$ cat config.mk
export PLATFORM = sky130hd
export DESIGN_NAME = hw_barrier_event_dispatch
export DESIGN_NICKNAME = d
export VERILOG_FILES = /design/src/rtl/hw_barrier_event_dispatch_pkg.sv /design/src/rtl/hw_barrier_rr_pick.sv /design/src/rtl/hw_barrier_event_dispatch.sv
export SDC_FILE = /design/constraint.sdc
export NUM_CORES = 1
export LEC_CHECK = 0
export CAP_MARGIN = 20
export CORE_ASPECT_RATIO = 0.9
export CORE_UTILIZATION = 58
export CTS_BUF_LIST = sky130_fd_sc_hd__clkbuf_4 sky130_fd_sc_hd__clkbuf_8
export DETAILED_ROUTE_END_ITERATION = 6
export PLACE_DENSITY = 0.82
export SYNTH_ARGS = -nofsm -noshare
export SYNTH_HDL_FRONTEND = slang
export SYNTH_HIERARCHICAL = 1
export SYNTH_SLANG_ARGS = --single-unit
$ cat constraint.sdc
create_clock -name clk_i -period 4.4 [get_ports clk_i]
set_input_delay 0.88 -clock clk_i [delete_from_list [all_inputs] [get_ports clk_i]]
set_output_delay 0.88 -clock clk_i [all_outputs]
set_load 0.03 [all_outputs]
$ cat src/rtl/hw_barrier_event_dispatch_pkg.sv
// Shared event-unit definitions for the barrier event dispatcher.
package hw_barrier_event_dispatch_pkg;

  localparam int unsigned NB_BARRIERS_DEF = 8;

  typedef enum logic {
    IDLE = 1'b0,
    HOLD = 1'b1
  } disp_state_e;

endpackage

$ cat src/rtl/hw_barrier_rr_pick.sv
// Combinational round-robin first-one finder: lowest set request at or
// above the pointer, wrapping modulo N.
module hw_barrier_rr_pick
  import hw_barrier_event_dispatch_pkg::*;
#(
  parameter int unsigned N   = NB_BARRIERS_DEF,
  parameter int unsigned IDW = 3
) (
  input  logic [N-1:0]   req_i,
  input  logic [IDW-1:0] ptr_i,
  output logic [IDW-1:0] gnt_idx_o,
  output logic           gnt_valid_o
);

  always_comb begin
    int unsigned idx;
    idx         = 0;
    gnt_idx_o   = '0;
    gnt_valid_o = 1'b0;
    for (int unsigned i = 0; i < N; i++) begin
      // Explicit wrap keeps the scan correct for non-power-of-two N.
      idx = 32'(ptr_i) + i;
      if (idx >= N) idx = idx - N;
      if (!gnt_valid_o && req_i[IDW'(idx)]) begin
        gnt_valid_o = 1'b1;
        gnt_idx_o   = IDW'(idx);
      end
    end
  end

endmodule

$ cat src/rtl/hw_barrier_event_dispatch.sv
// Per-core dispatch of barrier events: pending register, round-robin pick,
// single in-flight valid/ready slot and sticky overflow.
module hw_barrier_event_dispatch
  import hw_barrier_event_dispatch_pkg::*;
#(
  parameter  int unsigned NB_CORES    = 4,
  parameter  int unsigned NB_BARRIERS = NB_BARRIERS_DEF,
  localparam int unsigned ID_W        = (NB_BARRIERS > 1) ? $clog2(NB_BARRIERS) : 1
) (
  input  logic                                    clk_i,
  input  logic                                    rst_ni,
  input  logic [NB_BARRIERS-1:0][NB_CORES-1:0]    barrier_events_i,
  input  logic [NB_CORES-1:0]                     clear_i,
  output logic [NB_CORES-1:0]                     event_valid_o,
  output logic [NB_CORES-1:0][ID_W-1:0]           event_id_o,
  input  logic [NB_CORES-1:0]                     event_ready_i,
  output logic [NB_CORES-1:0][NB_BARRIERS-1:0]    pending_o,
  output logic [NB_CORES-1:0]                     overflow_o
);

  for (genvar c = 0; c < NB_CORES; c++) begin : g_core
    logic [NB_BARRIERS-1:0] arr;
    logic [NB_BARRIERS-1:0] cand;
    logic [NB_BARRIERS-1:0] pend_d, pend_q;
    disp_state_e            state_d, state_q;
    logic [ID_W-1:0]        id_d, id_q;
    logic [ID_W-1:0]        rr_d, rr_q;
    logic [ID_W-1:0]        gnt_idx;
    logic                   gnt_valid;
    logic                   ovf_d, ovf_q;

    always_comb begin
      arr = '0;
      for (int unsigned b = 0; b < NB_BARRIERS; b++) begin
        arr[b] = barrier_events_i[b][c];
      end
    end

    assign cand = pend_q | arr;

    hw_barrier_rr_pick #(
      .N   (NB_BARRIERS),
      .IDW (ID_W)
    ) i_rr_pick (
      .req_i       (cand),
      .ptr_i       (rr_q),
      .gnt_idx_o   (gnt_idx),
      .gnt_valid_o (gnt_valid)
    );

    always_comb begin
      state_d = state_q;
      id_d    = id_q;
      rr_d    = rr_q;
      pend_d  = pend_q;
      ovf_d   = ovf_q;
      if (clear_i[c]) begin
        state_d = IDLE;
        id_d    = '0;
        rr_d    = '0;
        pend_d  = '0;
        ovf_d   = 1'b0;
      end else begin
        // Merge arrivals first; the selected bit is then removed so the
        // in-flight event never also sits in pending.
        pend_d = pend_q | arr;
        ovf_d  = ovf_q | (|(pend_q & arr));
        if (state_q == IDLE || event_ready_i[c]) begin
          if (gnt_valid) begin
            state_d         = HOLD;
            id_d            = gnt_idx;
            pend_d[gnt_idx] = 1'b0;
            rr_d            = (32'(gnt_idx) == NB_BARRIERS - 1) ? '0 : gnt_idx + 1'b1;
          end else begin
            state_d = IDLE;
          end
        end
      end
    end

    always_ff @(posedge clk_i) begin
      if (!rst_ni) begin
        state_q <= IDLE;
        id_q    <= '0;
        rr_q    <= '0;
        pend_q  <= '0;
        ovf_q   <= 1'b0;
      end else begin
        state_q <= state_d;
        id_q    <= id_d;
        rr_q    <= rr_d;
        pend_q  <= pend_d;
        ovf_q   <= ovf_d;
      end
    end

    assign event_valid_o[c] = (state_q == HOLD);
    assign event_id_o[c]    = id_q;
    assign pending_o[c]     = pend_q;
    assign overflow_o[c]    = ovf_q;
  end

endmodule

; Word level (Yosys, flattened, before mapping)
; Cells that the tools add are included.
[totals]
regBits = 64
latchBits = 0
ramBits = 0
romBits = 0
input_bits = 42
out_inout_bits = 52
word_cells = 445
mem_count = 0
[op_classes]
addsub = 64
multipliers = 0
div_mod_pow = 0
n_lt_le_gt_ge = 72
n_eq_ne = 4
n_shift = 0
muxes = 184
bitwise = 25
n_reduce_logical = 76
[op_table]
columns = op, n
row1 = $mux 3, 68
row2 = $lt 3x4->1 const B, 36
row3 = $ge 4x4->1 const B, 28
row4 = $bmux 1 s3, 32
row5 = $sub 3x1->3 const B, 32
row6 = $mux 1, 72
row7 = $add 3x3->4 const B, 16
row8 = $and 8x8->8, 8
row9 = $mux 8, 8
row10 = $add 3x2->4 const B, 8
row11 = $logic_and 1x1->1, 32
row12 = $not 8->8, 4
row13 = $or 8x8->8, 4
row14 = $reduce_or 8->1, 4
row15 = $logic_not 1->1, 28
row16 = $add 3x1->4 const B, 4
row17 = $ge 3x4->1 const B, 4
row18 = $add 3x1->3 const B, 4
row19 = $demux 1 s3, 4
row20 = $eq 3x3->1 const B, 4
row21 = $ge 3x1->1 const B, 4
row22 = $reduce_and 2->1, 4
row23 = $reduce_or 2->1, 4
row24 = $not 1->1, 5
row25 = other kinds (2), 8

; Logic depth before layout (Yosys ltp)
; Gate-level depths: netlist (run 1).
[depth]
word_depth = 34
ltp_mapped = 17
ltp_nobuf = 13

; By module
; The synthesis (run 1) kept the hierarchy.
[by_module_without_submodules]
columns = mod, n_inst, cells_each, area_per_inst_um2
row1 = hw_barrier_rr_pick at g_core[0].i_rr_pick ..., 3, 115, 1062.3
row2 = hw_barrier_event_dispatch, 1, 312, 2761.4
row3 = hw_barrier_rr_pick at g_core[3].i_rr_pick, 1, 121, 1081.0

; Worst setup path before layout (run 1)
; OpenSTA, ideal clock, no wires.
[synth_path]
path_type = input to register
from = input barrier_events_i[11] in the netlist's numbering
to = register g_core[3].rr_q[0]
t_arrival_ns = 3.654
required_ns = 4.330
path_slack_ns = 0.676
stages = 10
path_buffers = 0
path_cell_list = or2_2 -> mux4_1 -> mux2_4 -> nor4_1 -> a211o_1 -> a31oi_1 -> ha_1 -> ha_1 -> or4_1 -> a21oi_1
[synth_between]
elab_chain_len = 27
[synth_lines]
columns = element, line
row1 = "start, declared", hw_barrier_event_dispatch.sv:12  ; input logic [NB_BARRIERS-1:0][NB_CORES-1:0] barrier_events_i,
row2 = $or 8x8->8 *, hw_barrier_event_dispatch.sv:39  ; assign cand = pend_q | arr;
row3 = $bmux 1 s3, hw_barrier_rr_pick.sv:24  ; if (!gnt_valid_o && req_i[IDW'(idx)]) begin
row4 = $mux 1 (not written as such), hw_barrier_rr_pick.sv:24
row5 = $mux 1, hw_barrier_rr_pick.sv:24
row6 = $logic_not 1->1, hw_barrier_rr_pick.sv:24
row7 = $logic_and 1x1->1, hw_barrier_rr_pick.sv:24
row8 = $mux 1, hw_barrier_rr_pick.sv:24
row9 = $logic_not 1->1, hw_barrier_rr_pick.sv:24
row10 = (+12 left out), n/a
row11 = $logic_and 1x1->1, hw_barrier_rr_pick.sv:24
row12 = $mux 1, hw_barrier_rr_pick.sv:24
row13 = $logic_not 1->1, hw_barrier_rr_pick.sv:24
row14 = $logic_and 1x1->1, hw_barrier_rr_pick.sv:24
row15 = $mux 3 *, hw_barrier_rr_pick.sv:24
row16 = net g_core[3].gnt_idx[1], hw_barrier_event_dispatch.sv:28  ; logic [ID_W-1:0] gnt_idx;
row17 = $eq 3x3->1 *, hw_barrier_event_dispatch.sv:73  ; rr_d = (32'(gnt_idx) == NB_BARRIERS - 1) ? '0 : gnt_idx + 1'b1;
row18 = $mux 3 *, hw_barrier_event_dispatch.sv:73
row19 = "end signal, assigned", hw_barrier_event_dispatch.sv:91  ; rr_q <= rr_d;
row20 = "end, declared", hw_barrier_event_dispatch.sv:27  ; logic [ID_W-1:0] rr_d, rr_q;
; Mark *: on every way through the listed nets, which the timed path passes. The rest lies on a longest branch. The select of a mux whose other input is x is not followed.
; A chain may end at the register's enable or synchronous reset.

; Worst setup path after layout (run 1)
[layout_path]
from = input barrier_events_i[24] in the netlist's numbering
to = register g_core[0].rr_q[0]
[layout_between]
elab_chain_len = 27
[layout_lines]
columns = element, line
row1 = $or 8x8->8 *, hw_barrier_event_dispatch.sv:39
row2 = net g_core[0].cand[6], hw_barrier_event_dispatch.sv:23  ; logic [NB_BARRIERS-1:0] cand;
row3 = $bmux 1 s3, hw_barrier_rr_pick.sv:24
row4 = $mux 1 (not written as such), hw_barrier_rr_pick.sv:24
row5 = $mux 1, hw_barrier_rr_pick.sv:24
row6 = $logic_not 1->1, hw_barrier_rr_pick.sv:24
row7 = $logic_and 1x1->1, hw_barrier_rr_pick.sv:24
row8 = $mux 1, hw_barrier_rr_pick.sv:24
row9 = (+13 left out), n/a
row10 = $logic_and 1x1->1, hw_barrier_rr_pick.sv:24
row11 = $mux 1, hw_barrier_rr_pick.sv:24
row12 = $logic_not 1->1, hw_barrier_rr_pick.sv:24
row13 = $logic_and 1x1->1, hw_barrier_rr_pick.sv:24
row14 = $mux 3 *, hw_barrier_rr_pick.sv:24
row15 = net g_core[0].gnt_idx[0], hw_barrier_event_dispatch.sv:28
row16 = $add 3x1->3 or $eq 3x3->1 (tied branches), hw_barrier_event_dispatch.sv:73
row17 = $mux 3 *, hw_barrier_event_dispatch.sv:73
row18 = "end signal, assigned", hw_barrier_event_dispatch.sv:91
row19 = "end, declared", hw_barrier_event_dispatch.sv:27
; Marks and branches as above.

==> metrics, run 1 <==
Main synth FF type=dfxtp_1; RSZ-0062 raised after global routing=false; H-tree Lvls=3; Yosys reg bits=64; max_cap viols=0; Worst-path clk slew=0.07 ns; Avg Cell Area, Syn=9.04 µm²; Core Area=11,600 µm²; initial antenna violation count=0; worst slack, placed=0.0710 ns; I/O Buffers=93; outcome=finished clean; Total Neg Setup Slack=0 ns; Die Ht=roughly 110 µm; GRT Overall Usage=0.318; Synth Net Count=approximately 840; most common cell in the netlist=a21oi_1; largest net degree at the start of global routing=23; Slew Limit Fails=0; crit end category=flip-flop; clock tree sinks=64; vias=6,893; # IOs=94; grt total ovfl=0; final setup vio count=0; die area=12,600 µm²; Tmin final=4.07 ns; vias in the first global route=6,605; PwrDens=between 700 and 800 nW/µm²; row cnt=37; Horiz. Die Dim=118 µm; Leak=3.05 nW; final clock skew=0.00962 ns; final-layout fill cell count=891; register area=1280 µm²; CTS Buf Count=9; crit start category=input pin; multi-input logic area=between 5000 and 6000 µm²; Setup Crit Path Kind=input pin to flip-flop; Ys Warns=6; diode count=0; crit path DAT=4.35 ns; CTS resizes=0; Hold Violations, Final=0; slew margin rel.=0.467; post-CTS setup buffers=0; DR DRC count=0; Gate power share=0.762; clock power share=0.080; WL/cell=19.3 µm; library cells used by synthesis=71; drt via density=6.78; Final nets=917; worst setup margin=0.334 ns; biggest area consumer among synthesized cells=dfxtp_1; Sw Share=0.497; DPL Wire Length=about 14 mm; post-placement cell area=about 8000 µm²; switching pwr=2.84 mW; Seq/Total Area, Yosys=0.182; fin util=0.703; total internal power=slightly below 3 mW; Post-DRT Antenna Nets=0; Post-synth EDFFs=0; Clock Tree Buf Depth=2; ranking of synthesized cells by area=dfxtp_1, mux4_2, mux2i_1; clk_lat worst skew=0.36 ns; Flop pwr share=0.158; mapped cell area=7030 µm²; share of flip-flops with an asynchronous set or reset=0; worst-path maximum fanout=8; Hold WC Path Type=flip-flop to flip-flop; fmax=0.246 GHz; Starting DRT DRC Count=775; Design Area, Final=8170 µm²; CTS Hold Buffers Added=0; area share of the largest cell type after synthesis=0.182; share of layout cells above drive strength 1=0.163; GP Congestion=0.960; Synth Instances=778; Starting Density=0.605; CTS Root Buffer Type=clkbuf_8; Tightest Pin Transition=0.798 ns; Worst Path Required=4.68 ns; final WL=19.6 mm; period utilization=0.924; TritonRoute pass-1 iters=7; P&R area growth vs syn=16.3%; CTS tree=built; Max rail drop VDD=approximately 0.0004 V; top cells by count, synth=a21oi_1, dfxtp_1, mux2i_1, o21ai_0, nand2b_1; global-route wire length before repair=around 33 mm
## power by group through the flow
stage	registers [mW]	clock network (mW)	logic [mW]
after CTS	0.899	0.460	4.28
after detailed placement	0.909	0	4.24
after global routing	0.923	0.484	4.71
after global placement	0.903	0	4.09
final	0.905	0.458	4.36
after floorplan	0.953	0	3.17
## flip-flops by register name, indices dropped and copies added (netlist names)
name	flops
g_core.id_q	12
g_core.ovf_q	4
g_core.pend_q	32
g_core.rr_q	12
g_core.state_q	4
## critical path, cell delays in order
cell and delay [ns]:
clkdlybuf4s50_1 0.42, nor2_1 0.24, inv_1 0.21, mux4_2 0.56, mux2i_1 0.29, nand2b_1 0.17
nand2_1 0.06, a311oi_1 0.29, o21ai_1 0.18, ha_1 0.24, ha_1 0.20, or4_1 0.47
a21oi_1 0.15
## layout make-up
type                            count  area share
Multi-Input combinational cell    625       0.644
Sequential cell                    64       0.157
Tap cell                          156      0.0239
Inverter                           41      0.0188
Clock buffer                       12      0.0194
Timing Repair Buffer              118       0.137
Clock inverter                      1    0.000612
## path summary, 6_finish.rpt
path,startpoint,slack (ns),cells after the start,to
min reg2reg,g_core[0].id_q[0],0.49,2,g_core[0].id_q[0]
min,g_core[0].id_q[0],0.49,2,g_core[0].id_q[0]
max reg2reg,g_core[0].rr_q[1],0.58,13,g_core[0].rr_q[0]
max,barrier_events_i[24],0.33,13,g_core[0].rr_q[0]
## cells in the final DEF (no fill, tap or decap), types with 5 or more instances in the layout
cell type         n
inv_1            33
a21oi_1          76
o21ai_0          42
clkdlybuf4s50_1  93
dfxtp_1          64
or2_2            24
nor3_1           17
a31oi_1           9
clkbuf_8         11
buf_4            25
a221oi_1          8
mux2_2           12
mux2i_1          45
nand3_1          25
mux4_2           37
nor2b_1          26
nand2b_1         39
a22oi_1           5
inv_2             8
a221o_1           6
nand2_1          32
a22o_1            7
and3_1            6
a311oi_1         12
xor2_1            8
and2_1            6
mux2_1            9
mux4_1           17
a211oi_1          6
a21o_1            8
ha_1             16
nor2_1           32
## layer usage
layer / global-route usage / part of all wire
met4: 0.132 / 0.025
met5: 0 / 0
met1: 0.406 / 0.42
met3: 0.0644 / 0.075
met2: 0.527 / 0.48
## cell families (layout without fill, tap and decap cells)
group                    count (synthesis)  count (layout)  share of synthesized area
AND/OR/NAND/NOR                        243             243                      0.197
AO/OA/AOI/OAI                          231             231                      0.221
multiplexers                           123             123                      0.287
buffers and inverters                   89             172                     0.0694
flip-flops                              64              64                      0.182
adder cells (fa/ha/maj)                 16              16                     0.0285
XOR/XNOR                                12              12                     0.0150
## per-stage QoR
step                total power, mW  std cells  hold WS [ns]
finish                         5.72       1017         0.488
global route                   6.11       1017         0.510
CTS                            5.64       1017         0.485
detailed placement             5.15       1004         0.471
global placement               4.99       1004         0.464
floorplan                      4.13        778         0.467
No activity file was read; power rests on OpenSTA's default activity.
==> run 2: changes to the inputs <==
- CORE_MARGIN: not set -> 8
- CORE_UTILIZATION: 58 -> 53
- PLACE_DENSITY: 0.82 -> 0.78
- clock period: 4.4 -> 3.3 ns (I/O delays scaled with it)
==> run 2 against run 1 <==
Effect of this change:
- the run now ends with negative setup slack left
- clock skew about the same
- utilization up 7.1 points
- worst hold slack worse by 0.0039 ns
- count of clock-buffer cells in the layout down 1
- critical path type unchanged
- wire length up 30%
- first-iteration DRC count up 44%
- non-clock buffer count up 180
- sequential power up 33%
==> metrics, run 2 (synthesized netlist as in run 1, its figures left out) <==
final setup vio count=4; clock tree sinks=64; Starting Density=0.534; TritonRoute pass-1 iters=6; Worst-path clk slew=0.07 ns; final clock skew=~0.0098 ns; grt total ovfl=0; Hold Violations, Final=0; max reg flops=32; worst setup margin=-0.0562 ns; commonest non-fill, non-tap cell in the layout=buf_4; fmax=0.298 GHz; WL/cell=20.9 µm; Leak=4.13 nW; Starting DRT DRC Count=1,117; global-route wire length before repair=39.0 mm; Worst R2R Path Depth=12; biggest regs=g_core.pend_q (32), g_core.id_q (12), g_core.rr_q (12); largest reg by FF count=g_core.pend_q; Clock Tree Buf Depth=2; Die Ht=125 µm; clk_lat worst skew=0.36 ns; vias in the first global route=roughly 7,800; final WL=25.5 mm; Total Power=10.2 mW; Tmin final=3.36 ns; CTS Buf Count=9; slew margin rel.=0.543; period utilization=1.02; met2 Track Usage GR=0.452; Worst Path Required=3.53 ns; # IOs=between 90 and 100; post-placement cell area=9090 µm²; crit end category=flip-flop; crit path DAT=between 3 and 4 ns; Post-DRT Antenna Nets=0; GRT Overall Usage=0.275; Tightest Pin Transition=0.685 ns; share of layout cells above drive strength 1=0.427; die area=around 17,000 µm²; Top Usage Layer GRT=met2; violated checks=negative setup slack; diode count=0; CTS tree=built; row cnt=40; Design Area, Final=10,200 µm²; drt via density=6.51; commonest cells after routing, fill and taps aside=buf_4, a21oi_1, clkdlybuf4s50_1, dfxtp_1, mux4_2; Final nets=1,107; crit start category=input pin; Core Area=between 10,000 and 15,000 µm²; DPL Wire Length=16.8 mm; Horiz. Die Dim=137 µm; grt met1 use=0.334; initial antenna violation count=0; Max rail drop VDD=0.000574 V; WHS Path Cells=2; max_cap viols=0; I/O Buffers=93; H-tree Lvls=3; largest net degree at the start of global routing=17; outcome=finished with violations; met3 Use GR=0.0697; Slew Limit Fails=0; RSZ-0062 raised after global routing=true; PwrDens=roughly 1000 nW/µm²; worst-path maximum fanout=5; Hold WC Path Type=flip-flop to flip-flop; P&R area growth vs syn=45.1%; DR DRC count=0; vias=7,953; CTS Root Buffer Type=clkbuf_8; Setup Crit Path Kind=input pin to flip-flop; GP Congestion=~0.97
-- run 2: path summary, 6_finish.rpt --
check                      start                 to  slack, ns
max          barrier_events_i[6]  g_core[2].rr_q[2]      -0.06
min            g_core[0].id_q[2]  g_core[0].id_q[2]       0.48
max reg2reg    g_core[0].rr_q[0]  g_core[0].rr_q[0]       0.01
min reg2reg    g_core[0].id_q[2]  g_core[0].id_q[2]       0.48
-- run 2: power by group --
part,switching (mW),internal (mW)
registers,0.246,0.955
logic,4.17,4.15
clock network,0.313,0.370
total,4.73,5.48
-- run 2: cell type report --
class                      instances  area [µm²]
fill                             858        2960
timing repair inverter             1        7.51
clock buffer                      11         145
timing repair buffer             298        2460
sequential                        64        1300
tap                              168         210
inverter                          41         159
clock inverter                     4        45.0
multi-input combinational        634        5870
-- run 2: stage by stage --
stage          hold slack [ns]  setup slack (ns)  TNS (ns)   util  instances
6_report                 0.484           -0.0562   -0.0836  0.775       1221
5_1_grt                  0.512            -0.170    -0.964  0.775       1221
4_1_cts                  0.493           0.00196         0  0.750       1200
3_5_place_dp             0.481            -0.719    -27.01  0.690       1135
3_3_place_gp             0.467            -0.575    -21.94  0.690       1135
2_1_floorplan            0.471           -0.0568   -0.0890      -        778
-- run 2: layer usage --
metal,share of wire,vias up
met5,0,-
met2,0.49,492
met4,0.029,0
li1,-,3560
met3,0.086,86
met1,0.40,3815
-- run 2: repair_timing --
action	4_1_cts	5_1_grt
endpoints found under the setup margin	48	38
hold endpoints to repair	0	0
gates cloned	10	0
gates resized for setup	126	78
hold buffers	0	0
buffers inserted	40	21
pin swaps	72	50
-- run 2: worst max-delay path: stages --
cell           delay (ns)
dlygate4sd2_1        0.27
or2_4                0.27
mux4_2               0.51
buf_4                0.18
mux2i_1              0.24
nand2b_1             0.11
buf_4                0.14
o31ai_1              0.34
nand3_1              0.16
nand3_2              0.12
ha_2                 0.18
ha_2                 0.26
nand3_1              0.06
a21oi_1              0.07
==> run 3: changes to the inputs <==
- CELL_PAD_IN_SITES_DETAIL_PLACEMENT: not set -> 0
- CELL_PAD_IN_SITES_GLOBAL_PLACEMENT: not set -> 2
- CORE_UTILIZATION: 53 -> 32
- PLACE_DENSITY: 0.78 -> 0.77
==> run 3 against run 2 <==
Effect of this change:
- the run now ends clean
- sequential cell count unchanged
- maximum frequency up 2.2%
- clock power up 20%
- design area up 3.2%
- global-route usage down 9.5 points
- largest cell class unchanged
==> metrics, run 3 (synthesized netlist as in run 1, its figures left out) <==
Flop pwr share=0.115; row cnt=51; post-placement cell area=between 9000 and 10,000 µm²; Post-Layout Cell Count=1,360; CTS Root Buffer Type=clkbuf_8; Sw Share=0.449; GRT Overall Usage=0.180; Setup Crit Path Kind=input pin to flip-flop; final-layout fill cell count=2,071; Tightest Pin Transition=roughly 0.73 ns; total internal power=approximately 5.6 mW; Starting DRT DRC Count=488; Max rail drop VDD=about 0.00039 V; Final nets=1,122; worst r2r src=g_core[1].rr_q[0]; crit start category=input pin; Horiz. Die Dim=172 µm; drt via density=5.44; switching pwr=around 4.6 mW; largest net degree at the start of global routing=17; crit end category=flip-flop; P&R area growth vs syn=49.7%; clock tree sinks=64; Die Ht=157 µm; biggest regs=g_core.pend_q (32), g_core.id_q (12), g_core.rr_q (12); min-delay src=g_core[1].id_q[0]; Tmin final=approximately 3.3 ns; clock power share=0.081; Design Area, Final=10,500 µm²; Post-DRT Antenna Nets=0; final setup vio count=0; RSZ-0062 raised after global routing=true; Gate power share=0.804; Hold WC Path Type=flip-flop to flip-flop; worst-path maximum fanout=6; H-tree Lvls=3; commonest cells after routing, fill and taps aside=buf_4, a21oi_1, clkdlybuf4s50_1, dfxtp_1, o21ai_0; Worst Path Required=3.60 ns; period utilization=0.996; Slew Limit Fails=0; WHS Path Cells=2; Clock Tree Buf Depth=2; Hold Violations, Final=0; WL/cell=18.1 µm; DR DRC count=0; largest reg by FF count=g_core.pend_q; max_cap viols=0; Core Area=roughly 22,000 µm²; Total Neg Setup Slack=0 ns; Critical Path Slowest Stage Cell=mux4_2; max reg flops=32; commonest non-fill, non-tap cell in the layout=buf_4; diode count=0; vias=7,403; TritonRoute pass-1 iters=5; CP Cell Sequence=dlygate4sd2_1, or2_4, mux4_2, mux2i_2, nand2b_4, nand2_1, a311oi_1, o21ai_1, ha_2, ha_1, or4_4, a21oi_2; final WL=24.6 mm; I/O Buffers=93; vias in the first global route=roughly 7,400; # IOs=94; Total Power=10.2 mW; CTS Buf Count=9; Placed Instances=1,289; worst reg2reg endpoint=g_core[1].rr_q[0]; final clock skew=0.0164 ns; Leak=4.29 nW; Worst-path clk slew=~0.090 ns; share of layout cells above drive strength 1=0.418; grt total ovfl=0; outcome=finished clean; Worst Hold End=g_core[1].id_q[0]; clk_lat worst skew=0.38 ns; Worst R2R Path Depth=12; crit path DAT=around 3.6 ns; PwrDens=a little under 1000 nW/µm²; fmax=0.304 GHz; initial antenna violation count=0; die area=approximately 27,000 µm²; DPL Wire Length=17.8 mm; GP Congestion=roughly 0.80; slew margin rel.=0.512; CTS tree=built; critical path's largest stage delay=roughly 0.53 ns; global-route wire length before repair=between 30 and 40 mm; Starting Density=0.325; flop2flop setup slack=roughly 0.03 ns
## run 3: changes by cell type in the layout (fill, tap and decap cells not counted), moves of 3 or more
cell            previous run  this run
clkbuf_2                  10         5
buf_4                    196       211
clkinv_2                   3         0
dlygate4sd2_1             17        12
inv_4                      0         3
mux2_4                     9         6
o21ai_0                   37        40
inv_2                     19        15
dlymetal6s2s_1             1        10
## run 3: how the worst max path moves through the flow
stage,from,to,slack (ns),cells after the start
after floorplan,g_core[3].rr_q[1],g_core[3].rr_q[0],-0.06,16
after global placement,barrier_events_i[7],g_core[3].rr_q[0],-0.69,13
after detailed placement,barrier_events_i[7],g_core[3].rr_q[0],-0.71,13
after CTS,barrier_events_i[29],g_core[1].rr_q[0],0.0007,14
after global routing,g_core[3].rr_q[0],g_core[3].rr_q[0],-0.08,13
final,barrier_events_i[17],g_core[1].rr_q[0],0.01,12
## run 3: layout make-up
cell class,instances,area [µm²],share of cell area
sequential,64,1300,0.124
clock buffer,9,124,0.0118
timing repair inverter,2,15.0,0.00143
timing repair buffer,312,2630,0.250
inverter,41,166,0.0158
multi-input combinational,634,5820,0.553
clock inverter,7,103,0.00975
tap,291,364,0.0346
## run 3: layer usage
| metal | part of all wire | wire length (µm) | track usage | up-vias |
|---|---|---|---|---|
| li1 | - | - | - | 3592 |
| met1 | 0.47 | 11500 | 0.246 | 3575 |
| met2 | 0.47 | 11500 | 0.284 | 213 |
| met3 | 0.054 | 1340 | 0.0385 | 23 |
| met4 | 0.011 | 261 | 0.0427 | 0 |
| met5 | 0 | 0 | 0 | - |
## run 3: power by group through the flow
stage / clock, mW / sequential [mW] / combinational [mW]
2_1_floorplan: 0 / 1.27 / 4.52
4_1_cts: 0.853 / 1.16 / 7.71
6_report: 0.822 / 1.18 / 8.18
3_5_place_dp: 0 / 1.16 / 7.18
5_1_grt: 0.884 / 1.21 / 8.80
3_3_place_gp: 0 / 1.16 / 7.21
## run 3: worst max-delay path: cells and delay by family
family | cells | cell delay, ns
fa+ha+maj | 2 | 0.36
mux | 2 | 0.73
compound gates | 3 | 0.57
buf+inv | 1 | 0.26
simple gates | 4 | 0.99
## run 3: what timing repair did
item	in CTS	in global routing
pin swaps	59	60
setup endpoints to repair	46	29
buffers inserted	20	23
hold buffers	0	0
resized for setup	100	78
cloned	9	3
## run 3: through the flow
stage | hold slack, ns | worst slack (ns) | utilization
finish | 0.475 | 0.0145 | 0.486
global route | 0.498 | -0.0790 | 0.486
CTS | 0.477 | 0.000749 | 0.468
detailed placement | 0.465 | -0.710 | 0.438
global placement | 0.461 | -0.687 | 0.438
floorplan | 0.471 | -0.0568 | -
